**src/rtl/riscv_pkg.sv**
```systemverilog
// Shared RV32I constants and types for the memory/writeback stage.
package riscv_pkg;

  localparam logic [6:0] OPC_LOAD = 7'b0000011;

  localparam logic [2:0] F3_LB  = 3'b000;
  localparam logic [2:0] F3_LH  = 3'b001;
  localparam logic [2:0] F3_LW  = 3'b010;
  localparam logic [2:0] F3_LBU = 3'b100;
  localparam logic [2:0] F3_LHU = 3'b101;
  localparam logic [2:0] F3_SB  = 3'b000;
  localparam logic [2:0] F3_SH  = 3'b001;
  localparam logic [2:0] F3_SW  = 3'b010;

  typedef enum logic [1:0] {
    WB_ALU = 2'b00,
    WB_MEM = 2'b01,
    WB_PC4 = 2'b10
  } wb_sel_e;

  typedef enum logic [1:0] {
    LSU_IDLE,
    LSU_WAIT,
    LSU_DONE
  } lsu_state_e;

  typedef enum logic [1:0] {
    SZ_BYTE,
    SZ_HALF,
    SZ_WORD
  } acc_size_e;

  // Loads and stores decode func3 differently; anything unlisted is a word access.
  function automatic acc_size_e access_size(input logic is_load, input logic [2:0] func3);
    acc_size_e sz;
    sz = SZ_WORD;
    if (is_load) begin
      case (func3)
        F3_LB, F3_LBU: sz = SZ_BYTE;
        F3_LH, F3_LHU: sz = SZ_HALF;
        default:       sz = SZ_WORD;
      endcase
    end else begin
      case (func3)
        F3_SB:   sz = SZ_BYTE;
        F3_SH:   sz = SZ_HALF;
        default: sz = SZ_WORD;
      endcase
    end
    return sz;
  endfunction

endpackage

```
**src/rtl/lsu_load_align.sv**
```systemverilog
// Load data alignment: picks the byte/half lane from the read word and sign/zero-extends it.
module lsu_load_align
  import riscv_pkg::*;
#(
  parameter int DW = 32
) (
  input  logic [DW-1:0] rdata,
  input  logic [1:0]    addr_lo,
  input  logic [2:0]    func3,
  output logic [DW-1:0] data
);

  logic [7:0]  byte_sel;
  logic [15:0] half_sel;

  // Half-word lane follows addr[1] only, so an odd half address reads its enclosing half.
  assign byte_sel = rdata[{addr_lo, 3'b000} +: 8];
  assign half_sel = rdata[{addr_lo[1], 4'b0000} +: 16];

  always_comb begin
    case (func3)
      F3_LB:   data = {{(DW-8){byte_sel[7]}}, byte_sel};
      F3_LBU:  data = {{(DW-8){1'b0}}, byte_sel};
      F3_LH:   data = {{(DW-16){half_sel[15]}}, half_sel};
      F3_LHU:  data = {{(DW-16){1'b0}}, half_sel};
      default: data = rdata;
    endcase
  end

endmodule

```
**src/rtl/lsu_writeback.sv**
```systemverilog
// RV32I memory + writeback stage: req/ack data-memory handshake, store lanes, load align, rf writeback.
// Optional LSU_MISALIGN_CHK_EN turns misaligned half/word accesses into flagged no-ops.
module lsu_writeback
  import riscv_pkg::*;
#(
  parameter int DW   = 32,
  parameter int REGW = 5
) (
  input  logic              clk_i,
  input  logic              rst_i,
  input  logic [DW-1:0]     alu_out_m,
  input  logic [DW-1:0]     write_data_m,
  input  logic [REGW-1:0]   rd_m,
  input  logic [DW-1:0]     pc_plus_4_m,
  input  logic              reg_write_m,
  input  logic [1:0]        wb_sel_m,
  input  logic              mem_write_m,
  input  logic [6:0]        opcode_m,
  input  logic [2:0]        func3_m,
  output logic              dmem_req_o,
  output logic              dmem_we_o,
  output logic [DW-1:0]     dmem_addr_o,
  output logic [DW-1:0]     dmem_wdata_o,
  output logic [DW/8-1:0]   dmem_be_o,
  input  logic              dmem_ack_i,
  input  logic [DW-1:0]     dmem_rdata_i,
  output logic              stall_o,
  output logic              rf_we_o,
  output logic [REGW-1:0]   rf_waddr_o,
  output logic [DW-1:0]     rf_wdata_o,
  output logic              misalign_o
);

  localparam int BW = DW / 8;

  lsu_state_e  state_reg;
  logic [DW-1:0] load_buf_reg;
  logic [DW-1:0] load_aligned;
  logic        is_load, mem_op, misaligned, issue, req;
  logic [1:0]  lane;
  acc_size_e   size;
  logic [BW-1:0] be_calc;
  logic [DW-1:0] wdata_calc;

  assign is_load = (opcode_m == OPC_LOAD);
  assign mem_op  = is_load | mem_write_m;
  assign lane    = alu_out_m[1:0];
  assign size    = access_size(is_load, func3_m);

`ifdef LSU_MISALIGN_CHK_EN
  assign misaligned = mem_op & (((size == SZ_HALF) & lane[0]) |
                                ((size == SZ_WORD) & (lane != 2'b00)));
`else
  assign misaligned = 1'b0;
`endif

  // A new access starts only from IDLE; DONE always falls back to IDLE so nothing re-issues.
  assign issue = (state_reg == LSU_IDLE) & mem_op & ~misaligned;
  assign req   = issue | (state_reg == LSU_WAIT);

  always_ff @(posedge clk_i) begin
    if (rst_i) begin
      state_reg    <= LSU_IDLE;
      load_buf_reg <= '0;
    end else begin
      case (state_reg)
        LSU_IDLE: begin
          if (issue) begin
            if (dmem_ack_i) begin
              load_buf_reg <= dmem_rdata_i;
              state_reg    <= LSU_DONE;
            end else begin
              state_reg <= LSU_WAIT;
            end
          end
        end
        LSU_WAIT: begin
          if (dmem_ack_i) begin
            load_buf_reg <= dmem_rdata_i;
            state_reg    <= LSU_DONE;
          end
        end
        default: state_reg <= LSU_IDLE;
      endcase
    end
  end

  lsu_load_align #(.DW(DW)) u_align (
    .rdata   (load_buf_reg),
    .addr_lo (lane),
    .func3   (func3_m),
    .data    (load_aligned)
  );

  always_comb begin
    case (size)
      SZ_BYTE: begin
        be_calc    = {{(BW-1){1'b0}}, 1'b1} << lane;
        wdata_calc = {BW{write_data_m[7:0]}};
      end
      SZ_HALF: begin
        be_calc    = {{(BW-2){1'b0}}, 2'b11} << lane;
        wdata_calc = {(DW/16){write_data_m[15:0]}};
      end
      default: begin
        be_calc    = '1;
        wdata_calc = write_data_m;
      end
    endcase
  end

  always_comb begin
    dmem_req_o   = 1'b0;
    dmem_we_o    = 1'b0;
    dmem_addr_o  = '0;
    dmem_wdata_o = '0;
    dmem_be_o    = '0;
    stall_o      = 1'b0;
    rf_we_o      = 1'b0;
    rf_waddr_o   = '0;
    rf_wdata_o   = '0;
    misalign_o   = 1'b0;
    if (!rst_i) begin
      dmem_req_o   = req;
      dmem_we_o    = req & mem_write_m;
      dmem_addr_o  = {alu_out_m[DW-1:2], 2'b00};
      dmem_wdata_o = wdata_calc;
      dmem_be_o    = req ? be_calc : '0;
      stall_o      = req;
      misalign_o   = (state_reg == LSU_IDLE) & misaligned;
      rf_we_o      = reg_write_m & (rd_m != '0) &
                     (((state_reg == LSU_IDLE) & ~mem_op) |
                      ((state_reg == LSU_DONE) & is_load));
      rf_waddr_o   = rd_m;
      case (wb_sel_m)
        WB_MEM:  rf_wdata_o = load_aligned;
        WB_PC4:  rf_wdata_o = pc_plus_4_m;
        default: rf_wdata_o = alu_out_m;
      endcase
    end
  end

endmodule
```
**config.mk**
```make
export PLATFORM = sky130hd
export DESIGN_NAME = lsu_writeback
export DESIGN_NICKNAME = d
export VERILOG_FILES = /design/src/rtl/riscv_pkg.sv /design/src/rtl/lsu_load_align.sv /design/src/rtl/lsu_writeback.sv
export SDC_FILE = /design/constraint.sdc
export NUM_CORES = 1
export LEC_CHECK = 0
export ABC_AREA = 1
export CORE_MARGIN = 3
export CORE_UTILIZATION = 38
export DETAILED_ROUTE_END_ITERATION = 8
export GPL_TIMING_DRIVEN = 0
export PLACE_DENSITY = 0.95
export SKIP_CTS_REPAIR_TIMING = 1
export SYNTH_ARGS = -nofsm -noshare
export SYNTH_HDL_FRONTEND = slang
export SYNTH_SLANG_ARGS = --single-unit
export TNS_END_PERCENT = 1
```
**constraint.sdc**
```tcl
create_clock -name clk_i -period 2.6 [get_ports clk_i]
set_input_delay 0.52 -clock clk_i [delete_from_list [all_inputs] [get_ports clk_i]]
set_output_delay 0.52 -clock clk_i [all_outputs]
set_load 0.01 [all_outputs]
```
==> impl_metrics.toml, run 1 <==
[setup_path]
cp_slowest_stage_delay_ns = 0.48
worstSetupPathType = "in -> out"
cp_cell_sequence = "clkdlybuf4s50_1 > nand2_1 > nor2_1 > nand2_2 > nand2_2 > nand2_4 > inv_6 > nand3_1 > nand2_1 > inv_1 > clkdlybuf4s50_1"
cp-start-kind = "primary input"
crit_family = "buffers and inverters"
reg2reg_depth = 6
arrival_ns = 2.30
crit_fanout = 10
r2r_start = "state_reg[0]$_SDFFE_PP0P_"
crit_buf_inv = 4
crit_slowest_cell = "clkdlybuf4s50_1"
r2r-end = "load_buf_reg[19]$_SDFFE_PP0P_"
cp.required_ns = 2.08
r2r_slack_ns = 1.32
worstSetupEndpointType = "output port"

[clocking]
cts-root-buf = "clkbuf_8"
cts.htree.levels = 2
cts_made_buffers = 5
cts_tree = "done"
clk_latency_ns = 0.28
clk_pin_slew_worst_paths_ns = 0.07
numClockSinks = 34
ctsLongestPathBuffers = 2

[power]
ir_drop_mv = 0.432
power.leakage_nw = 3.40
power_mw = 2.10
powerDensity_nw_per_um2 = 327

[grt]
grt_first_pass_wirelength_um = 23600
grt_overflow = 0
grt_max_degree = 11
antenna_found_initial = 0
grt_pass1_vias = 4520
grt_use_total_pct = 29.1

[place]
dp.cells = 1018
place_ws_ns = -0.871
routabilityCongestion = 0.952
portBuffers = 254
dpl.hpwl_um = 13800

[route]
num_vias = 5171
final_antenna_net_count = 0
drc = 0
drt_iter0_drc = 412
dr.pass1.iters = 6
routedWlPerCell_um = 16.3
vias_per_cell = 5.04
postRouteWirelength_um = 16800

[sta]
fin_crit_ns = 2.82
rsz0062_at_grt = "true"
fmax_mhz = 355
post-route-period-util_pct = 108
finalMaxSlewViolations = 0
fin_worst_skew_ns = 0.00344
layout_setup_ws_ns = -0.219
finalHoldViolCount = 0
setup_viol_count_final = 10

[flow_run]
maxCapViolations = 0

[logic_synthesis]
synthTopCellsByCount = "nor2_1, o21ai_0, a21oi_1, inv_1, nand2_1"
yosysTopAreaCellShare_pct = 19.6
synth.most_common_cell = "nor2_1"
synth_largest_area_cell = "nor2_1"
yosys_warnings = 0
ys_seq_area_share_pct = 19.4
synth_cell_types = 31
dominantRegCellSynth = "dfxtp_1"
synth_area_per_cell_um2 = 5.37
ys_ff_latch = 34
synth_area_um2 = 3510
synthCells = 654
synth_edf_count = 0
synth_area_leaders = "nor2_1, dfxtp_1, o21ai_0"
synthArstFlopShare_pct = 0

[final_layout]
nets = 1069
utilization_pct = 72.6
largest_reg_flops = 32
antenna_cells = 0
finalNonFillerCells = 1026
final.fill_count = 751
syn_to_final_growth_pct = 83.0
layout-drive-gt1-share_pct = 12.3

[run_status]
violations = "setup timing"
run_status = "finished, violations left"

[floorplanning]
start_util_pct = 39.7
io_pins = 260
die_h_um = 102
rows = 34
dieArea_um2 = 10400
die_width_um = 102
core_area_um2 = 8850

[hold_path]
holdCritPathClass = "reg -> reg"
hold_depth = 2
min_from = "load_buf_reg[23]$_SDFFE_PP0P_"
min_to = "load_buf_reg[23]$_SDFFE_PP0P_"
## cell type report
cell class | count | area (µm²) | share of cell area, %
timing repair buffer | 255 | 2560 | 39.9
multi-input combinational | 489 | 2320 | 36.2
sequential | 34 | 681 | 10.6
inverter | 86 | 330 | 5.14
buffer | 46 | 284 | 4.42
tap | 108 | 135 | 2.10
clock buffer | 8 | 110 | 1.71
## placed cells by master (no fill, tap or decap)
master | Yosys | routed
clkdlybuf4s50_1 | 0 | 185
nor2_1 | 183 | 181
o21ai_0 | 99 | 92
a21oi_1 | 81 | 81
inv_1 | 79 | 77
nand2_1 | 68 | 64
dlymetal6s2s_1 | 0 | 47
dfxtp_1 | 34 | 34
clkbuf_2 | 0 | 25
nand2_2 | 13 | 16
buf_4 | 13 | 14
clkbuf_1 | 24 | 11
a21oi_2 | 11 | 11
clkbuf_8 | 0 | 8
buf_2 | 4 | 7
inv_2 | 6 | 7
nand3_1 | 7 | 7
o21ai_1 | 2 | 6
o211ai_1 | 5 | 5
buf_1 | 4 | 4
buf_6 | 1 | 4
nand4_1 | 4 | 4
nand2_4 | 2 | 3
o21ai_2 | 0 | 3
nor2_4 | 2 | 3
clkbuf_4 | 0 | 3
conb_1 | 1 | 3
ha_4 | 0 | 2
inv_6 | 0 | 1
o22ai_1 | 1 | 1
nor2_2 | 0 | 1
inv_4 | 1 | 1
and2_1 | 1 | 1
nor3_2 | 1 | 1
buf_8 | 1 | 1
nand3b_1 | 1 | 1
a31oi_1 | 1 | 1
or2_2 | 1 | 1
nand3_2 | 1 | 1
## worst max-delay path by stage
stage                           start        endpoint  slack, ns  cells past startpoint
after floorplan           wb_sel_m[0]   rf_wdata_o[1]       0.50                      7
final                     opcode_m[0]    dmem_be_o[2]      -0.22                     11
after CTS                 wb_sel_m[0]  rf_wdata_o[15]      -0.87                      9
after global placement    wb_sel_m[0]  rf_wdata_o[15]      -0.83                      9
after detailed placement  wb_sel_m[0]  rf_wdata_o[15]      -0.87                      9
after global routing      opcode_m[6]    dmem_be_o[2]      -0.32                     12
## power by group
part	switching (mW)	total [mW]	internal, mW	leakage (nW)
registers	0.0287	0.591	0.562	0.281
clock network	0.182	0.450	0.267	0.0575
logic	0.528	1.06	0.532	3.07
## logic make-up (layout without fill, tap and decap cells)
logic type	after synthesis	after routing	share of synthesized area, %
AOI/OAI and AO/OA	200	200	30.1
other	1	3	0.107
buffers and inverters	133	395	16.4
and+or+nand+nor	284	284	33.3
adders and majority gates	2	2	0.713
DFF	34	34	19.4
## tightest hold or removal path, cell delays in order (launching register included)
cell and delay, ns:
dfxtp_1 0.33, nor2_1 0.05, nor2_1 0.08
## metal layers
| layer | vias to the layer above | share of wire (%) | track usage (%) |
|---|---|---|---|
| li1 | 2593 | - | - |
| met1 | 2291 | 43 | 38.3 |
| met2 | 246 | 47 | 48.9 |
| met3 | 41 | 7.3 | 4.71 |
| met4 | 0 | 3.0 | 8.68 |
| met5 | - | 0 | 0 |
## through the flow
step                      cell area [µm²]  TNS (ns)  hold WS, ns
after detailed placement             6190    -39.66        0.472
after global routing                 6420     -2.54        0.513
final                                6420    -0.435        0.486
after global placement               6190    -38.24        0.460
after floorplan                      3520         0        0.446
after CTS                            6300    -40.12        0.487
(Power assumes the default switching activity.)
==> run 2: changes to the inputs <==
--- a/config.mk
+++ b/config.mk
@@ -9,7 +9,6 @@
 export CORE_MARGIN = 3
 export CORE_UTILIZATION = 38
 export DETAILED_ROUTE_END_ITERATION = 8
-export GPL_TIMING_DRIVEN = 0
 export PLACE_DENSITY = 0.95
 export SKIP_CTS_REPAIR_TIMING = 1
 export SYNTH_ARGS = -nofsm -noshare
==> impl_metrics.toml, run 2 (synthesis results as in run 1) <==
[run_status]
run_status = "finished, violations left"
violations = "setup timing"

[flow_run]
maxCapViolations = 0

[final_layout]
largest_reg_flops = 32
final.fill_count = 695
layout-drive-gt1-share_pct = 16.8
utilization_pct = 72.8
syn_to_final_growth_pct = 83.6
finalNonFillerCells = 1028
nets = 1072
layout_common_cells = "clkdlybuf4s50_1, nor2_1, o21ai_0"
layout_commonest_cell = "clkdlybuf4s50_1"
antenna_cells = 0
register_area_um2 = 681
multi_input_area_um2 = 2340

[route]
vias_per_cell = 5.22
dr.pass1.iters = 7
final_antenna_net_count = 0
drt_iter0_drc = 388
postRouteWirelength_um = 16800
routedWlPerCell_um = 16.3
num_vias = 5371
drc = 0

[grt]
grt_pass1_vias = 4789
antenna_found_initial = 0
grt_overflow = 0
grt_max_degree = 49
grt_use_total_pct = 29.6
grt_first_pass_wirelength_um = 24400

[clocking]
numClockSinks = 34
clk_latency_ns = 0.28
cts_tree = "done"
cts.htree.levels = 2
ctsLongestPathBuffers = 2
cts_made_buffers = 5
cts-root-buf = "clkbuf_8"
clk_pin_slew_worst_paths_ns = 0.06

[sta]
setup_viol_count_final = 16
fin_crit_ns = 2.68
layout_setup_ws_ns = -0.0836
finalSetupTns_ns = -0.493
fin_worst_skew_ns = 0.00572
finalHoldViolCount = 0
rsz0062_at_grt = "true"
finalMaxSlewViolations = 0
holdWs_ns = 0.482
post-route-period-util_pct = 103
fmax_mhz = 373

[floorplanning]
start_util_pct = 39.7
rows = 34
die_h_um = 102
dieArea_um2 = 10400
io_pins = 260
die_width_um = 102
core_area_um2 = 8850

[setup_path]
crit_fanout = 10
crit_family = "buffers and inverters"
worstSetupEndpointType = "output port"
cp_slowest_stage_delay_ns = 0.48
crit_buf_inv = 5
arrival_ns = 2.16
cp.required_ns = 2.08
cp_cell_sequence = "clkdlybuf4s50_1 > inv_1 > ha_1 > inv_1 > buf_4 > o21ai_0 > a21oi_2 > clkbuf_2"
crit_slowest_cell = "clkdlybuf4s50_1"
worstSetupPathType = "in -> out"
cp-start-kind = "primary input"
crit_top_cell = "inv_1"

[place]
portBuffers = 256
routabilityCongestion = 1.04
dp.cells = 1021
place_ws_ns = -0.479
dpl.hpwl_um = 13600

[hold_path]
holdCritPathClass = "reg -> reg"

[power]
ir_drop_mv = 0.373
powerDensity_nw_per_um2 = 314
power.leakage_nw = 3.23
## run 2: changes by cell type in the layout (fill, tap and decap cells not counted), sizes merged
cell	change
buf	+31
clkbuf	-13
clkdlybuf4s50	+3
dlymetal6s2s	-19
## run 2: through the flow
step / cell area [µm²] / power, mW
final: 6440 / 2.03
after floorplan: 3520 / 1.07
after global placement: 6380 / 1.67
after detailed placement: 6380 / 1.70
after CTS: 6460 / 2.05
after global routing: 6440 / 2.15
## run 2: report_power, final
| group | total [mW] | leakage [nW] | internal [mW] | switching [mW] |
|---|---|---|---|---|
| combinational | 1.08 | 2.92 | 0.542 | 0.539 |
| clock | 0.353 | 0.0383 | 0.184 | 0.169 |
| sequential | 0.593 | 0.281 | 0.562 | 0.0303 |
| total | 2.03 | 3.23 | 1.29 | 0.738 |
## run 2: worst paths after layout
path	startpoint	to	slack, ns	cells after the start
setup / recovery	wb_sel_m[0]	rf_wdata_o[27]	-0.08	8
setup reg to reg	state_reg[0]$_SDFFE_PP0P_	load_buf_reg[2]$_SDFFE_PP0P_	1.28	7
hold reg to reg	load_buf_reg[21]$_SDFFE_PP0P_	load_buf_reg[21]$_SDFFE_PP0P_	0.48	2
hold / removal	load_buf_reg[21]$_SDFFE_PP0P_	load_buf_reg[21]$_SDFFE_PP0P_	0.48	2
## run 2: layout make-up
| type | count | share of cell area, % |
|---|---|---|
| Sequential cell | 34 | 10.6 |
| Tap cell | 108 | 2.10 |
| Clock buffer | 7 | 1.18 |
| Inverter | 86 | 5.13 |
| Timing Repair Buffer | 304 | 44.7 |
| Multi-Input combinational cell | 489 | 36.3 |
## run 2: tightest hold or removal path: stages (launching register included)
cell     delay (ns)
dfxtp_1        0.32
nor2_1         0.05
nor2_1         0.08
## run 2: metal layers
| layer | vias to the layer above | routed length (µm) | share of wire (%) | global-route usage [%] |
|---|---|---|---|---|
| li1 | 2609 | - | - | - |
| met1 | 2403 | 6640 | 40 | 37.5 |
| met2 | 293 | 8030 | 48 | 50.2 |
| met3 | 66 | 1430 | 8.5 | 5.05 |
| met4 | 0 | 694 | 4.1 | 11.4 |
| met5 | - | 0 | 0 | 0 |
==> run 3: changes to the inputs <==
--- a/config.mk
+++ b/config.mk
@@ -9,6 +9,7 @@
 export CORE_MARGIN = 3
 export CORE_UTILIZATION = 38
 export DETAILED_ROUTE_END_ITERATION = 8
+export GPL_ROUTABILITY_DRIVEN = 0
 export PLACE_DENSITY = 0.95
 export SKIP_CTS_REPAIR_TIMING = 1
 export SYNTH_ARGS = -nofsm -noshare
==> impl_metrics.toml, run 3 (synthesis results as in run 1) <==
[run_status]
run_status = "finished, violations left"
violations = "setup timing"

[final_layout]
layout_commonest_cell = "clkdlybuf4s50_1"
nets = 1072
syn_to_final_growth_pct = 83.3
layout-drive-gt1-share_pct = 16.3
layout_common_cells = "clkdlybuf4s50_1, nor2_1, o21ai_0"
largest_reg_flops = 32
antenna_cells = 0
finalNonFillerCells = 1029

[grt]
antenna_found_initial = 0
grt_max_degree = 45
grt_use_total_pct = 28.2
grt_pass1_vias = 4689
grt_overflow = 0
grt_first_pass_wirelength_um = 23400

[floorplanning]
die_width_um = 102
core_area_um2 = 8850
die_h_um = 102
start_util_pct = 39.7
io_pins = 260
dieArea_um2 = 10400
rows = 34

[route]
final_antenna_net_count = 0
drc = 0
vias_per_cell = 5.19
drt_iter0_drc = 355
num_vias = 5344
postRouteWirelength_um = 16300
dr.pass1.iters = 6
routedWlPerCell_um = 15.8

[sta]
post-route-period-util_pct = 104
layout_setup_ws_ns = -0.0983
fmax_mhz = 371
fin_worst_skew_ns = 0.00347
rsz0062_at_grt = "true"
finalMaxSlewViolations = 0
fin_crit_ns = 2.70
finalHoldViolCount = 0
setup_viol_count_final = 14

[clocking]
clk_pin_slew_worst_paths_ns = 0.07
clk_latency_ns = 0.28
numClockSinks = 34
cts_made_buffers = 5
cts-root-buf = "clkbuf_8"
cts.htree.levels = 2
cts_tree = "done"
ctsLongestPathBuffers = 2

[place]
dpl.hpwl_um = 13400
portBuffers = 256
dp.cells = 1021

[setup_path]
cp-start-kind = "primary input"
cp.required_ns = 2.08
worstSetupPathType = "in -> out"
crit_fanout = 10
worstSetupEndpointType = "output port"
arrival_ns = 2.18

[power]
power.leakage_nw = 3.25
power_mw = 2.12
ir_drop_mv = 0.399
powerDensity_nw_per_um2 = 329

[flow_run]
maxCapViolations = 0

[hold_path]
holdCritPathClass = "reg -> reg"
-- run 3: worst paths after layout --
kind,slack [ns],start,to,depth (start not counted)
max,-0.1,func3_m[1],rf_wdata_o[23],11
min,0.48,load_buf_reg[19]$_SDFFE_PP0P_,load_buf_reg[19]$_SDFFE_PP0P_,2
max reg2reg,1.15,state_reg[0]$_SDFFE_PP0P_,load_buf_reg[13]$_SDFFE_PP0P_,7
min reg2reg,0.48,load_buf_reg[19]$_SDFFE_PP0P_,load_buf_reg[19]$_SDFFE_PP0P_,2
-- run 3: layout make-up --
| class | count | area, µm² |
|---|---|---|
| clock buffers | 5 | 68.8 |
| clock inverters | 3 | 40.0 |
| fillers | 693 | 2410 |
| inverters | 86 | 328 |
| multi-input cells | 489 | 2310 |
| flip-flops and latches | 34 | 681 |
| well taps | 108 | 135 |
| repair buffers | 304 | 2870 |
-- run 3: per-layer routing --
metal / up-vias / global-route usage (%) / share of wire, % / wire, µm
met3: 44 / 4.64 / 8.7 / 1420
met4: 0 / 9.28 / 3.0 / 485
met5: - / 0 / 0 / 0
met2: 302 / 48.3 / 48 / 7870
met1: 2395 / 36.0 / 40 / 6490
li1: 2603 / - / - / -
-- run 3: stage by stage --
stage	setup TNS [ns]	util, %	cell area, µm²	hold slack [ns]	setup slack, ns
global route	-3.78	72.7	6430	0.519	-0.182
detailed placement	-23.71	72.0	6370	0.471	-0.496
global placement	-21.32	72.0	6370	0.461	-0.463
CTS	-23.98	73.2	6480	0.488	-0.493
floorplan	0	-	3520	0.446	0.496
finish	-0.824	72.7	6430	0.484	-0.0983
-- run 3: worst max-delay path, stage by stage --
cell	delay, ns
clkdlybuf4s50_1	0.48
buf_4	0.19
nor2_4	0.11
inv_2	0.06
nor2_4	0.11
nand2_4	0.10
nand2_4	0.11
buf_12	0.15
nand2_2	0.06
a21oi_2	0.11
dlymetal6s2s_1	0.18
-- run 3: power by group --
| part | switching (mW) | total (mW) | internal (mW) | leakage (nW) |
|---|---|---|---|---|
| clock network | 0.180 | 0.461 | 0.282 | 0.0579 |
| logic | 0.528 | 1.07 | 0.539 | 2.92 |
| registers | 0.0295 | 0.592 | 0.562 | 0.281 |
| total | 0.737 | 2.12 | 1.38 | 3.25 |
